===== src/rtl/pipe_pkg.sv =====
// Shared types for the hazard/forwarding control block.
package pipe_pkg;

    // Shadow register fields are stored at this width; narrower cores zero-extend.
    localparam int unsigned REG_AW_MAX = 8;

    typedef logic [1:0] fwd_sel_t;
    localparam fwd_sel_t FWD_REG = 2'b00;
    localparam fwd_sel_t FWD_MEM = 2'b01;
    localparam fwd_sel_t FWD_WB  = 2'b10;

    typedef enum logic [1:0] {
        RUN      = 2'd0,
        FLUSH    = 2'd1,
        MEM_WAIT = 2'd2
    } state_e;

    typedef struct packed {
        logic                  valid;
        logic [REG_AW_MAX-1:0] rd;
        logic                  regwrite;
        logic                  memread;
        logic [REG_AW_MAX-1:0] rs;
        logic [REG_AW_MAX-1:0] rt;
    } shadow_t;

    // A writer matches a source only for a nonzero register address.
    function automatic logic reg_match(input logic wr,
                                       input logic [REG_AW_MAX-1:0] rd,
                                       input logic [REG_AW_MAX-1:0] src);
        return wr && (src != '0) && (rd == src);
    endfunction

endpackage


===== src/rtl/pipe_hazard_ctrl_if.sv =====
// Pipeline-control bus between the core datapath and the hazard unit.
interface pipe_hazard_ctrl_if #(
    parameter int unsigned REG_AW = 5,
    parameter int unsigned CNT_W  = 16
);
    logic [REG_AW-1:0] id_rs;
    logic [REG_AW-1:0] id_rt;
    logic [REG_AW-1:0] id_rd;
    logic              id_use_rs;
    logic              id_use_rt;
    logic              id_regwrite;
    logic              id_memread;
    logic              ex_br_taken;
    logic              mem_req;
    logic              mem_ready;
    logic              pc_write;
    logic              ifid_write;
    logic              ifid_flush;
    logic              idex_bubble;
    logic              freeze;
    logic [1:0]        fwd_a;
    logic [1:0]        fwd_b;
    logic              mem_err;
    logic [CNT_W-1:0]  stall_cnt;

    modport master (
        output id_rs, id_rt, id_rd, id_use_rs, id_use_rt, id_regwrite, id_memread,
               ex_br_taken, mem_req, mem_ready,
        input  pc_write, ifid_write, ifid_flush, idex_bubble, freeze,
               fwd_a, fwd_b, mem_err, stall_cnt
    );

    modport slave (
        input  id_rs, id_rt, id_rd, id_use_rs, id_use_rt, id_regwrite, id_memread,
               ex_br_taken, mem_req, mem_ready,
        output pc_write, ifid_write, ifid_flush, idex_bubble, freeze,
               fwd_a, fwd_b, mem_err, stall_cnt
    );
endinterface


===== src/rtl/pipe_fwd_unit.sv =====
// Forwarding select for one EX operand: youngest matching writer wins.
module pipe_fwd_unit
    import pipe_pkg::*;
#(
    parameter int unsigned FWD_EN = 1
) (
    input  logic [REG_AW_MAX-1:0] src,
    input  shadow_t               mem_e,
    input  shadow_t               wb_e,
    output fwd_sel_t              sel
);

    // Only destination info of the older stages matters here.
    logic unused_fields;
    assign unused_fields = ^{mem_e.memread, mem_e.rs, mem_e.rt,
                             wb_e.memread, wb_e.rs, wb_e.rt};

    // MEM result is newer than WB, so it takes priority.
    always_comb begin
        sel = FWD_REG;
        if (FWD_EN != 0) begin
            if (reg_match(mem_e.valid && mem_e.regwrite, mem_e.rd, src)) begin
                sel = FWD_MEM;
            end else if (reg_match(wb_e.valid && wb_e.regwrite, wb_e.rd, src)) begin
                sel = FWD_WB;
            end
        end
    end

endmodule


===== src/rtl/pipe_hazard_ctrl.sv =====
// Hazard detection, forwarding and stall/flush/freeze control for the 5-stage core.
module pipe_hazard_ctrl
    import pipe_pkg::*;
#(
    parameter int unsigned REG_AW      = 5,
    parameter int unsigned FWD_EN      = 1,
    parameter int unsigned BR_PENALTY  = 1,
    parameter int unsigned MEM_TIMEOUT = 64,
    parameter int unsigned CNT_W       = 16
) (
    input logic               clk,
    input logic               reset,
    pipe_hazard_ctrl_if.slave bus
);

    localparam int unsigned WAIT_W = $clog2(MEM_TIMEOUT + 1);

    state_e                state_q, state_d, prior_q, prior_d, eff;
    logic [1:0]            flush_q, flush_d;
    logic [WAIT_W-1:0]     wait_q, wait_d;
    logic                  abort_q, abort_d, err_q, err_set;
    logic [CNT_W-1:0]      stall_q;
    shadow_t               ex_q, mem_q, wb_q, ex_new;
    logic [REG_AW_MAX-1:0] id_rs_x, id_rt_x;
    logic                  hz_rs, hz_rt, hazard, in_wait, timeout;
    logic                  pc_write, ifid_write, ifid_flush, idex_bubble, freeze;
    fwd_sel_t              fwd_a, fwd_b;

    assign id_rs_x = REG_AW_MAX'(bus.id_rs[REG_AW-1:0]);
    assign id_rt_x = REG_AW_MAX'(bus.id_rt[REG_AW-1:0]);
    assign in_wait = (state_q == MEM_WAIT);
    assign eff     = in_wait ? prior_q : state_q;
    assign timeout = in_wait && (wait_q == WAIT_W'(MEM_TIMEOUT - 1));

    // RAW check of the ID sources against in-flight writers (WB is write-before-read).
    always_comb begin
        hz_rs = 1'b0;
        hz_rt = 1'b0;
        if (FWD_EN != 0) begin
            hz_rs = reg_match(ex_q.valid && ex_q.memread, ex_q.rd, id_rs_x);
            hz_rt = reg_match(ex_q.valid && ex_q.memread, ex_q.rd, id_rt_x);
        end else begin
            hz_rs = reg_match(ex_q.valid && ex_q.regwrite, ex_q.rd, id_rs_x) ||
                    reg_match(mem_q.valid && mem_q.regwrite, mem_q.rd, id_rs_x);
            hz_rt = reg_match(ex_q.valid && ex_q.regwrite, ex_q.rd, id_rt_x) ||
                    reg_match(mem_q.valid && mem_q.regwrite, mem_q.rd, id_rt_x);
        end
        hazard = (bus.id_use_rs && hz_rs) || (bus.id_use_rt && hz_rt);
    end

    // Next state and control outputs; priority is freeze > branch flush > load-use stall.
    always_comb begin
        state_d     = state_q;
        prior_d     = prior_q;
        flush_d     = flush_q;
        wait_d      = wait_q;
        abort_d     = abort_q && bus.mem_req;
        err_set     = 1'b0;
        pc_write    = 1'b1;
        ifid_write  = 1'b1;
        ifid_flush  = 1'b0;
        idex_bubble = 1'b0;
        // A timed-out access must not re-freeze until the requester drops mem_req.
        if (in_wait) begin
            freeze = !bus.mem_ready;
        end else begin
            freeze = bus.mem_req && !bus.mem_ready && !abort_q;
        end
        if (freeze) begin
            pc_write   = 1'b0;
            ifid_write = 1'b0;
            if (!in_wait) begin
                state_d = MEM_WAIT;
                prior_d = state_q;
                wait_d  = WAIT_W'(1);
            end else if (timeout) begin
                state_d = prior_q;
                wait_d  = '0;
                err_set = 1'b1;
                abort_d = 1'b1;
            end else begin
                wait_d = wait_q + WAIT_W'(1);
            end
        end else begin
            if (in_wait) begin
                state_d = prior_q;
                wait_d  = '0;
            end
            case (eff)
                RUN: begin
                    if (bus.ex_br_taken) begin
                        ifid_flush  = 1'b1;
                        idex_bubble = 1'b1;
                        state_d     = FLUSH;
                        flush_d     = 2'(BR_PENALTY - 1);
                    end
                end
                FLUSH: begin
                    if (flush_q != 2'd0) begin
                        ifid_flush = 1'b1;
                        flush_d    = flush_q - 2'd1;
                    end
                    state_d = (flush_q <= 2'd1) ? RUN : FLUSH;
                end
                default: ;
            endcase
            if (hazard && !ifid_flush) begin
                pc_write    = 1'b0;
                ifid_write  = 1'b0;
                idex_bubble = 1'b1;
            end
        end
    end

    // Entry that the ID instruction becomes in EX, or a bubble.
    always_comb begin
        ex_new = '0;
        if (!idex_bubble && !ifid_flush) begin
            ex_new.valid    = 1'b1;
            ex_new.rd       = REG_AW_MAX'(bus.id_rd[REG_AW-1:0]);
            ex_new.regwrite = bus.id_regwrite;
            ex_new.memread  = bus.id_memread;
            ex_new.rs       = id_rs_x;
            ex_new.rt       = id_rt_x;
        end
    end

    // FSM, wait/flush counters, sticky error and stall counter.
    always_ff @(posedge clk or negedge reset) begin
        if (!reset) begin
            state_q <= RUN;
            prior_q <= RUN;
            flush_q <= '0;
            wait_q  <= '0;
            abort_q <= 1'b0;
            err_q   <= 1'b0;
            stall_q <= '0;
        end else begin
            state_q <= state_d;
            prior_q <= prior_d;
            flush_q <= flush_d;
            wait_q  <= wait_d;
            abort_q <= abort_d;
            err_q   <= err_q | err_set;
            if (!pc_write && (stall_q != '1)) begin
                stall_q <= stall_q + CNT_W'(1);
            end
        end
    end

    // Shadow copy of EX/MEM/WB destination info, held while frozen.
    always_ff @(posedge clk or negedge reset) begin
        if (!reset) begin
            ex_q  <= '0;
            mem_q <= '0;
            wb_q  <= '0;
        end else if (!freeze) begin
            wb_q  <= mem_q;
            mem_q <= ex_q;
            ex_q  <= ex_new;
        end
    end

    pipe_fwd_unit #(.FWD_EN(FWD_EN)) u_fwd_a (
        .src   (ex_q.rs),
        .mem_e (mem_q),
        .wb_e  (wb_q),
        .sel   (fwd_a)
    );

    pipe_fwd_unit #(.FWD_EN(FWD_EN)) u_fwd_b (
        .src   (ex_q.rt),
        .mem_e (mem_q),
        .wb_e  (wb_q),
        .sel   (fwd_b)
    );

    assign bus.pc_write    = pc_write;
    assign bus.ifid_write  = ifid_write;
    assign bus.ifid_flush  = ifid_flush;
    assign bus.idex_bubble = idex_bubble;
    assign bus.freeze      = freeze;
    assign bus.fwd_a       = fwd_a;
    assign bus.fwd_b       = fwd_b;
    assign bus.mem_err     = err_q;
    assign bus.stall_cnt   = stall_q;

endmodule


===== src/flat_wrapper.sv =====
// flat-port wrapper written by rule: the top's interface ports become plain ports
module pipe_hazard_ctrl_flat import pipe_pkg::*;
#(
    parameter int unsigned REG_AW      = 5,
    parameter int unsigned FWD_EN      = 1,
    parameter int unsigned BR_PENALTY  = 1,
    parameter int unsigned MEM_TIMEOUT = 64,
    parameter int unsigned CNT_W       = 16
)
  (clk, reset, bus_id_rs, bus_id_rt, bus_id_rd, bus_id_use_rs, bus_id_use_rt, bus_id_regwrite, bus_id_memread, bus_ex_br_taken, bus_mem_req, bus_mem_ready, bus_pc_write, bus_ifid_write, bus_ifid_flush, bus_idex_bubble, bus_freeze, bus_fwd_a, bus_fwd_b, bus_mem_err, bus_stall_cnt);
  pipe_hazard_ctrl_if #(.REG_AW(REG_AW), .CNT_W(CNT_W)) bus_i ();
  input logic clk;
  input logic reset;
  input wire logic [$bits(bus_i.id_rs)-1:0] bus_id_rs;
  input wire logic [$bits(bus_i.id_rt)-1:0] bus_id_rt;
  input wire logic [$bits(bus_i.id_rd)-1:0] bus_id_rd;
  input wire logic [$bits(bus_i.id_use_rs)-1:0] bus_id_use_rs;
  input wire logic [$bits(bus_i.id_use_rt)-1:0] bus_id_use_rt;
  input wire logic [$bits(bus_i.id_regwrite)-1:0] bus_id_regwrite;
  input wire logic [$bits(bus_i.id_memread)-1:0] bus_id_memread;
  input wire logic [$bits(bus_i.ex_br_taken)-1:0] bus_ex_br_taken;
  input wire logic [$bits(bus_i.mem_req)-1:0] bus_mem_req;
  input wire logic [$bits(bus_i.mem_ready)-1:0] bus_mem_ready;
  output wire logic [$bits(bus_i.pc_write)-1:0] bus_pc_write;
  output wire logic [$bits(bus_i.ifid_write)-1:0] bus_ifid_write;
  output wire logic [$bits(bus_i.ifid_flush)-1:0] bus_ifid_flush;
  output wire logic [$bits(bus_i.idex_bubble)-1:0] bus_idex_bubble;
  output wire logic [$bits(bus_i.freeze)-1:0] bus_freeze;
  output wire logic [$bits(bus_i.fwd_a)-1:0] bus_fwd_a;
  output wire logic [$bits(bus_i.fwd_b)-1:0] bus_fwd_b;
  output wire logic [$bits(bus_i.mem_err)-1:0] bus_mem_err;
  output wire logic [$bits(bus_i.stall_cnt)-1:0] bus_stall_cnt;
  assign bus_i.id_rs = bus_id_rs;
  assign bus_i.id_rt = bus_id_rt;
  assign bus_i.id_rd = bus_id_rd;
  assign bus_i.id_use_rs = bus_id_use_rs;
  assign bus_i.id_use_rt = bus_id_use_rt;
  assign bus_i.id_regwrite = bus_id_regwrite;
  assign bus_i.id_memread = bus_id_memread;
  assign bus_i.ex_br_taken = bus_ex_br_taken;
  assign bus_i.mem_req = bus_mem_req;
  assign bus_i.mem_ready = bus_mem_ready;
  assign bus_pc_write = bus_i.pc_write;
  assign bus_ifid_write = bus_i.ifid_write;
  assign bus_ifid_flush = bus_i.ifid_flush;
  assign bus_idex_bubble = bus_i.idex_bubble;
  assign bus_freeze = bus_i.freeze;
  assign bus_fwd_a = bus_i.fwd_a;
  assign bus_fwd_b = bus_i.fwd_b;
  assign bus_mem_err = bus_i.mem_err;
  assign bus_stall_cnt = bus_i.stall_cnt;
  pipe_hazard_ctrl #(.REG_AW(REG_AW), .FWD_EN(FWD_EN), .BR_PENALTY(BR_PENALTY), .MEM_TIMEOUT(MEM_TIMEOUT), .CNT_W(CNT_W)) u_core (.clk(clk), .reset(reset), .bus(bus_i));
endmodule

===== config.mk =====
export PLATFORM = sky130hd
export DESIGN_NAME = pipe_hazard_ctrl_flat
export DESIGN_NICKNAME = d
export VERILOG_FILES = /design/src/rtl/pipe_pkg.sv /design/src/rtl/pipe_hazard_ctrl_if.sv /design/src/rtl/pipe_fwd_unit.sv /design/src/rtl/pipe_hazard_ctrl.sv /design/src/flat_wrapper.sv
export SDC_FILE = /design/constraint.sdc
export NUM_CORES = 1
export LEC_CHECK = 0
export CORE_UTILIZATION = 40
export DETAILED_ROUTE_END_ITERATION = 10
export PLACE_DENSITY = 0.71
export SLEW_MARGIN = 20
export SYNTH_ARGS = -nofsm -noshare
export SYNTH_HDL_FRONTEND = slang
export SYNTH_SLANG_ARGS = --single-unit

===== constraint.sdc =====
create_clock -name clk -period 3.5 [get_ports clk]
set_input_delay 0.35 -clock clk [delete_from_list [all_inputs] [get_ports clk]]
set_output_delay 0.35 -clock clk [all_outputs]
set_load 0.02 [all_outputs]

==> results of run 1 <==
[final timing paths]
check / to / slack, ps / cells past startpoint
min in group clk: u_core.bus.mem_err$_DFF_PN0_ / 460 / 1
worst min-delay path: u_core.ex_q[11]$_DFFE_PN0N_ / 20 / 1
worst max register to register: u_core.bus.stall_cnt[14]$_DFFE_PN0P_ / 1140 / 7
worst min register to register: u_core.bus.mem_err$_DFF_PN0_ / 460 / 1
max in group asynchronous: u_core.bus.stall_cnt[10]$_DFFE_PN0P_ / 2900 / 2
worst max-delay path: bus_ifid_write / 400 / 6
[power groups by stage]
stage / Sequential, mW / Combinational (mW) / Clock (mW)
final: 1.40 / 1.40 / 0.515
after global placement: 1.40 / 1.38 / 0
after floorplan: 1.39 / 0.911 / 0
after global routing: 1.44 / 1.55 / 0.568
after detailed placement: 1.40 / 1.41 / 0
after CTS: 1.39 / 1.41 / 0.534
[routing by layer]
metal  wire, um  track usage (%)  part of all wire, %  up-vias
met5          0                0                    0        -
met4        164             6.41                  2.3        0
met3        383             5.75                  5.3       16
met2       3340             28.6                   46       77
met1       3350             24.0                   46     1203
li1           -                -                    -     1222
[cells in the mapped netlist (all sizes together)]
| library cell | count | area [um^2] |
|---|---|---|
| nand2b | 3 | 18.8 |
| xnor2 | 26 | 228 |
| o21bai | 1 | 18.8 |
| nand4b | 1 | 8.76 |
| dfrtp | 63 | 1580 |
| a21o | 3 | 22.5 |
| nand4 | 7 | 50.1 |
| a2111oi | 5 | 138 |
| ha | 4 | 50.1 |
| or2 | 1 | 6.26 |
| a211oi | 9 | 97.6 |
| nor4 | 3 | 33.8 |
| o21ai | 13 | 65.1 |
| nand3b | 1 | 7.51 |
| clkbuf | 3 | 11.3 |
| a21oi | 10 | 53.8 |
| and3 | 3 | 18.8 |
| nand2 | 63 | 236 |
| o211ai | 1 | 7.51 |
| nor2b | 2 | 12.5 |
| o21a | 1 | 7.51 |
| nand3 | 17 | 85.1 |
| or4 | 2 | 15.0 |
| and2 | 2 | 12.5 |
| o41ai | 2 | 32.5 |
| mux2 | 1 | 11.3 |
| buf | 7 | 43.8 |
| inv | 5 | 18.8 |
| nor3 | 2 | 10.0 |
| o22ai | 1 | 6.26 |
| a22o | 19 | 166 |
| nor2 | 16 | 78.8 |
| xor2 | 18 | 158 |
[state kept, by name, summed over array words and instances (netlist names), 2 cells and up]
register / flops
u_core.flush_q: 2
u_core.bus.stall_cnt: 16
u_core.state_q: 2
u_core.wb_q: 7
u_core.wait_q: 7
u_core.prior_q: 2
u_core.mem_q: 7
u_core.ex_q: 18
[cells by family (layout without fill, tap and decap cells)]
kind of cell	Yosys count	after routing	share of synthesized area, %
AOI/OAI and AO/OA	65	65	18.6
xor gates and xnor gates	44	44	11.7
adders and majority gates	4	4	1.51
buffers and inverters	15	74	2.23
DFF	63	63	47.7
muxes	1	1	0.340
and+or+nand+nor	123	123	18.0
[cells in the final DEF (no fill, tap or decap), drive strengths merged, types with 4 or more instances in the layout]
| cell | synthesis | routed |
|---|---|---|
| a22o | 19 | 19 |
| a2111oi | 5 | 5 |
| a21oi | 10 | 10 |
| ha | 4 | 4 |
| nor2 | 16 | 16 |
| nand4 | 7 | 7 |
| xnor2 | 26 | 26 |
| clkbuf | 3 | 11 |
| nand3 | 17 | 17 |
| o21ai | 13 | 13 |
| buf | 7 | 8 |
| a211oi | 9 | 9 |
| inv | 5 | 5 |
| nand2 | 63 | 63 |
| xor2 | 18 | 18 |
| dfrtp | 63 | 63 |
| clkdlybuf4s50 | 0 | 48 |
[area by class of cell]
cell class                 instances  share of cell area (%)
timing repair buffer              56                    13.3
inverter                           5                   0.461
multi-input combinational        237                    40.7
clock inverter                     2                   0.246
sequential                        63                    38.7
clock buffer                      11                    3.47
tap                              102                    3.13
[worst max-delay path: stages, from the launching register on]
cell and delay, ps:
dfrtp_1 420, o21ai_1 340, o21ai_0 160, a21oi_1 370, o21bai_4 290, and2_1 220, clkdlybuf4s50_1 610
[per-stage QoR]
step	cell area [um^2]	utilization, %	hold slack, ps
floorplan	3310	-	54.4
global placement	3920	49.9	447
detailed placement	3920	49.9	448
CTS	4070	51.8	221
global route	4070	51.9	47.2
finish	4070	51.9	22.5
==> results.sh, run 1 <==
export IMPL_syn_area_um2=3310
export IMPL_antenna_found_initial=0
export IMPL_drive_gt1_share_pct=11.0
export IMPL_io_buffers=49
export IMPL_critPathLaunchType="register"
export IMPL_p_switching_mw=1.35
export IMPL_layoutNonFillerInstCount=476
export IMPL_period_share_pct=88.5
export IMPL_drc_errors=0
export IMPL_setup_ws_ps=404
export IMPL_routedWlPerCell_um=15.2
export IMPL_firstDrtPassIters=5
export IMPL_antenna_cells=0
export IMPL_grt_total_usage_pct=18.3
export IMPL_die_area_um2=8640
export IMPL_clock_latency_ps=330
export IMPL_syn_num_nets=343
export IMPL_die_x_um=92.9
export IMPL_grt_pass1_vias=2517
export IMPL_gp_congestion=0.854
export IMPL_pre_cts_ws_ps=438
export IMPL_htree_levels=3
export IMPL_tightest_slew_ps=700
export IMPL_ctsHoldBuffers=0
export IMPL_core_rowCount=32
export IMPL_grt_pass1_wl_mm=12.2
export IMPL_grt_remaining_overflow=0
export IMPL_dp_hpwl_mm=5.14
export IMPL_drt_initial_drc_count=175
export IMPL_regArea_um2=1580
export IMPL_setup_tns_ps=0
export IMPL_n_fill_cell=731
export IMPL_fmax_mhz=323
export IMPL_yosys_register_bits=63
export IMPL_cts_root_buf="clkbuf_8"
export IMPL_grt_max_degree=48
export IMPL_cp_max_fo=8
export IMPL_drt_vias_per_instance=5.29
export IMPL_postCtsSetupBuffers=0
export IMPL_required_ps=3150
export IMPL_syn2layout_area_growth_pct=23.1
export IMPL_multiInputGateArea_um2=1660
export IMPL_cts_resized=0
export IMPL_cts_buffers=9
export IMPL_leakage_nw=1.70
export IMPL_nets=400
export IMPL_core_area_um2=7850
export IMPL_crit_start="u_core.state_q[0]$_DFFE_PN0P_"
export IMPL_rsz0062_at_grt="no"
export IMPL_fin_crit_ps=3100
export IMPL_path_class="reg -> out"
export IMPL_power_frac_comb_pct=42.3
export IMPL_postSynthCellCount=315
export IMPL_outcome="completed"
export IMPL_clk_path_buf_depth=2
export IMPL_dp_cells=463
export IMPL_slew_headroom_pct=53.2
export IMPL_yosysWarningCount=0
export IMPL_ys_types=43
export IMPL_die_y_um=92.9
export IMPL_rr_startpoint="u_core.ex_q[18]$_DFFE_PN0N_"
export IMPL_clk_pin_slew_ps=60
export IMPL_end_kind="output port"
export IMPL_hp_class="in -> async"
export IMPL_start_util_pct=42.1
export IMPL_num_vias=2518
export IMPL_p_total_mw=3.31
export IMPL_p_clk_share_pct=15.6
export IMPL_ant_nets=0
export IMPL_wirelength_mm=7.24
export IMPL_fin_skew_ps=6.05
export IMPL_cts_sinks=63
export IMPL_yosysSeqAreaShare_pct=47.7
export IMPL_power_density_nw_per_um2=813
export IMPL_cts_tree="yes"
export IMPL_vdd_ir_drop_max_v=0.000436
export IMPL_slew_violations=0
export IMPL_switching_share_pct=40.9
export IMPL_p_int_mw=1.96
export IMPL_hold_viol_final=0
export IMPL_critical_path_arrival_ps=2750
export IMPL_avgSynthCellArea_um2=10.5
export IMPL_drv_cap=0
export IMPL_seqPwrFrac_pct=42.2
export IMPL_io_pins=50
export IMPL_finalSetupViolations=0
(Power assumes the default switching activity.)
==> inputs of run 2 (changes only) <==
Settings changed: CORE_ASPECT_RATIO from default to 0.5, CORE_MARGIN from default to 1.5.
==> results.sh, run 2 (synthesized netlist as in run 1, its figures left out) <==
export IMPL_drv_cap=0
export IMPL_setup_tns_ps=0
export IMPL_firstDrtPassIters=4
export IMPL_drive_gt1_share_pct=10.9
export IMPL_fin_crit_ps=2960
export IMPL_htree_levels=3
export IMPL_tightest_slew_ps=706
export IMPL_n_fill_cell=710
export IMPL_postCtsSetupBuffers=0
export IMPL_leakage_nw=1.76
export IMPL_setup_ws_ps=540
export IMPL_drc_errors=0
export IMPL_clk_pin_slew_ps=50
export IMPL_die_x_um=132
export IMPL_rsz0062_at_grt="no"
export IMPL_grt_total_usage_pct=18.0
export IMPL_clk_path_buf_depth=2
export IMPL_slew_violations=0
export IMPL_num_vias=2542
export IMPL_clock_latency_ps=320
export IMPL_routedWlPerCell_um=15.0
export IMPL_io_buffers=49
export IMPL_dp_hpwl_mm=5.24
export IMPL_nets=399
export IMPL_regMostFlops="u_core.ex_q"
export IMPL_power_density_nw_per_um2=870
export IMPL_antenna_found_initial=0
export IMPL_fmax_mhz=338
export IMPL_cts_resized=0
export IMPL_end_kind="output port"
export IMPL_path_class="reg -> out"
export IMPL_grt_pass1_vias=2622
export IMPL_antenna_cells=0
export IMPL_fin_skew_ps=6.97
export IMPL_cts_root_buf="clkbuf_16"
export IMPL_ant_nets=0
export IMPL_gp_congestion=0.823
export IMPL_slew_headroom_pct=52.7
export IMPL_cp_max_fo=6
export IMPL_hold_viol_final=0
export IMPL_drt_initial_drc_count=217
export IMPL_die_area_um2=8860
export IMPL_required_ps=3150
export IMPL_period_share_pct=84.6
export IMPL_hold_depth=2
export IMPL_ctsHoldBuffers=1
export IMPL_finalSetupViolations=0
export IMPL_syn2layout_area_growth_pct=27.5
export IMPL_io_pins=50
export IMPL_cts_buffers=9
export IMPL_start_util_pct=41.3
export IMPL_critical_path_arrival_ps=2610
export IMPL_grt_pass1_wl_mm=12.5
export IMPL_wirelength_mm=7.33
export IMPL_utilization_pct=52.7
export IMPL_core_area_um2=8000
export IMPL_die_y_um=67.3
export IMPL_pre_cts_ws_ps=692
export IMPL_final_cell_mix="nand2_1 (63), dfrtp_1 (63), clkdlybuf4s50_1 (48)"
export IMPL_cts_sinks=63
export IMPL_vdd_ir_drop_max_v=0.000389
export IMPL_outcome="completed"
export IMPL_grt_remaining_overflow=0
export IMPL_hp_class="reg -> reg"
export IMPL_critPathLaunchType="register"
export IMPL_drt_vias_per_instance=5.21
export IMPL_r2r_cells=7
export IMPL_cts_tree="yes"
export IMPL_largest_reg_flops=18
export IMPL_core_rowCount=23
export IMPL_grt_max_degree=44
-- run 2: where the power goes --
| group | internal, mW | leakage, nW | switching [mW] |
|---|---|---|---|
| registers | 1.01 | 0.789 | 0.379 |
| logic | 0.682 | 0.821 | 0.728 |
| clock network | 0.566 | 0.146 | 0.302 |
| total | 2.26 | 1.76 | 1.41 |
-- run 2: path summary, 6_finish.rpt --
kind,endpoint,startpoint,slack (ps)
setup / recovery,bus_ifid_write,u_core.state_q[0]$_DFFE_PN0P_,540
setup reg to reg,u_core.bus.stall_cnt[1]$_DFFE_PN0P_,u_core.state_q[0]$_DFFE_PN0P_,1130
min in group asynchronous,u_core.bus.stall_cnt[14]$_DFFE_PN0P_,reset,510
hold / removal,u_core.mem_q[17]$_DFFE_PN0N_,u_core.ex_q[17]$_DFFE_PN0N_,460
max in group asynchronous,u_core.ex_q[12]$_DFFE_PN0N_,reset,2070
hold reg to reg,u_core.mem_q[17]$_DFFE_PN0N_,u_core.ex_q[17]$_DFFE_PN0N_,460
-- run 2: layout make-up --
class	instances	area (um^2)	area share [%]
Sequential cell	63	1580	37.4
Clock buffer	12	246	5.85
Tap cell	112	140	3.32
Clock inverter	4	45.0	1.07
Timing Repair Buffer	55	533	12.6
Multi-Input combinational cell	237	1660	39.3
Inverter	5	18.8	0.445
-- run 2: metrics by stage --
step | std cells | power (mW) | instance area (um^2) | hold WS (ps)
3_3_place_gp | 471 | 2.76 | 3920 | 326
4_1_cts | 488 | 3.69 | 4220 | 466
5_1_grt | 488 | 3.91 | 4220 | 480
3_5_place_dp | 471 | 2.81 | 3920 | 332
2_1_floorplan | 315 | 2.30 | 3310 | 54.4
6_report | 488 | 3.67 | 4220 | 461
-- run 2: routing by layer --
layer	share of wire, %	global-route usage [%]	up-vias
met4	1.2	5.69	0
met5	0	0	-
met2	50	32.4	48
met1	45	21.5	1265
li1	-	-	1219
met3	3.4	4.80	10
-- run 2: critical path, stage by stage (launching register included) --
cell and delay [ps]:
dfrtp_1 410, o21ai_1 350, o21ai_0 150, a21oi_1 370, o21bai_4 230, and2_1 170
clkdlybuf4s50_1 610
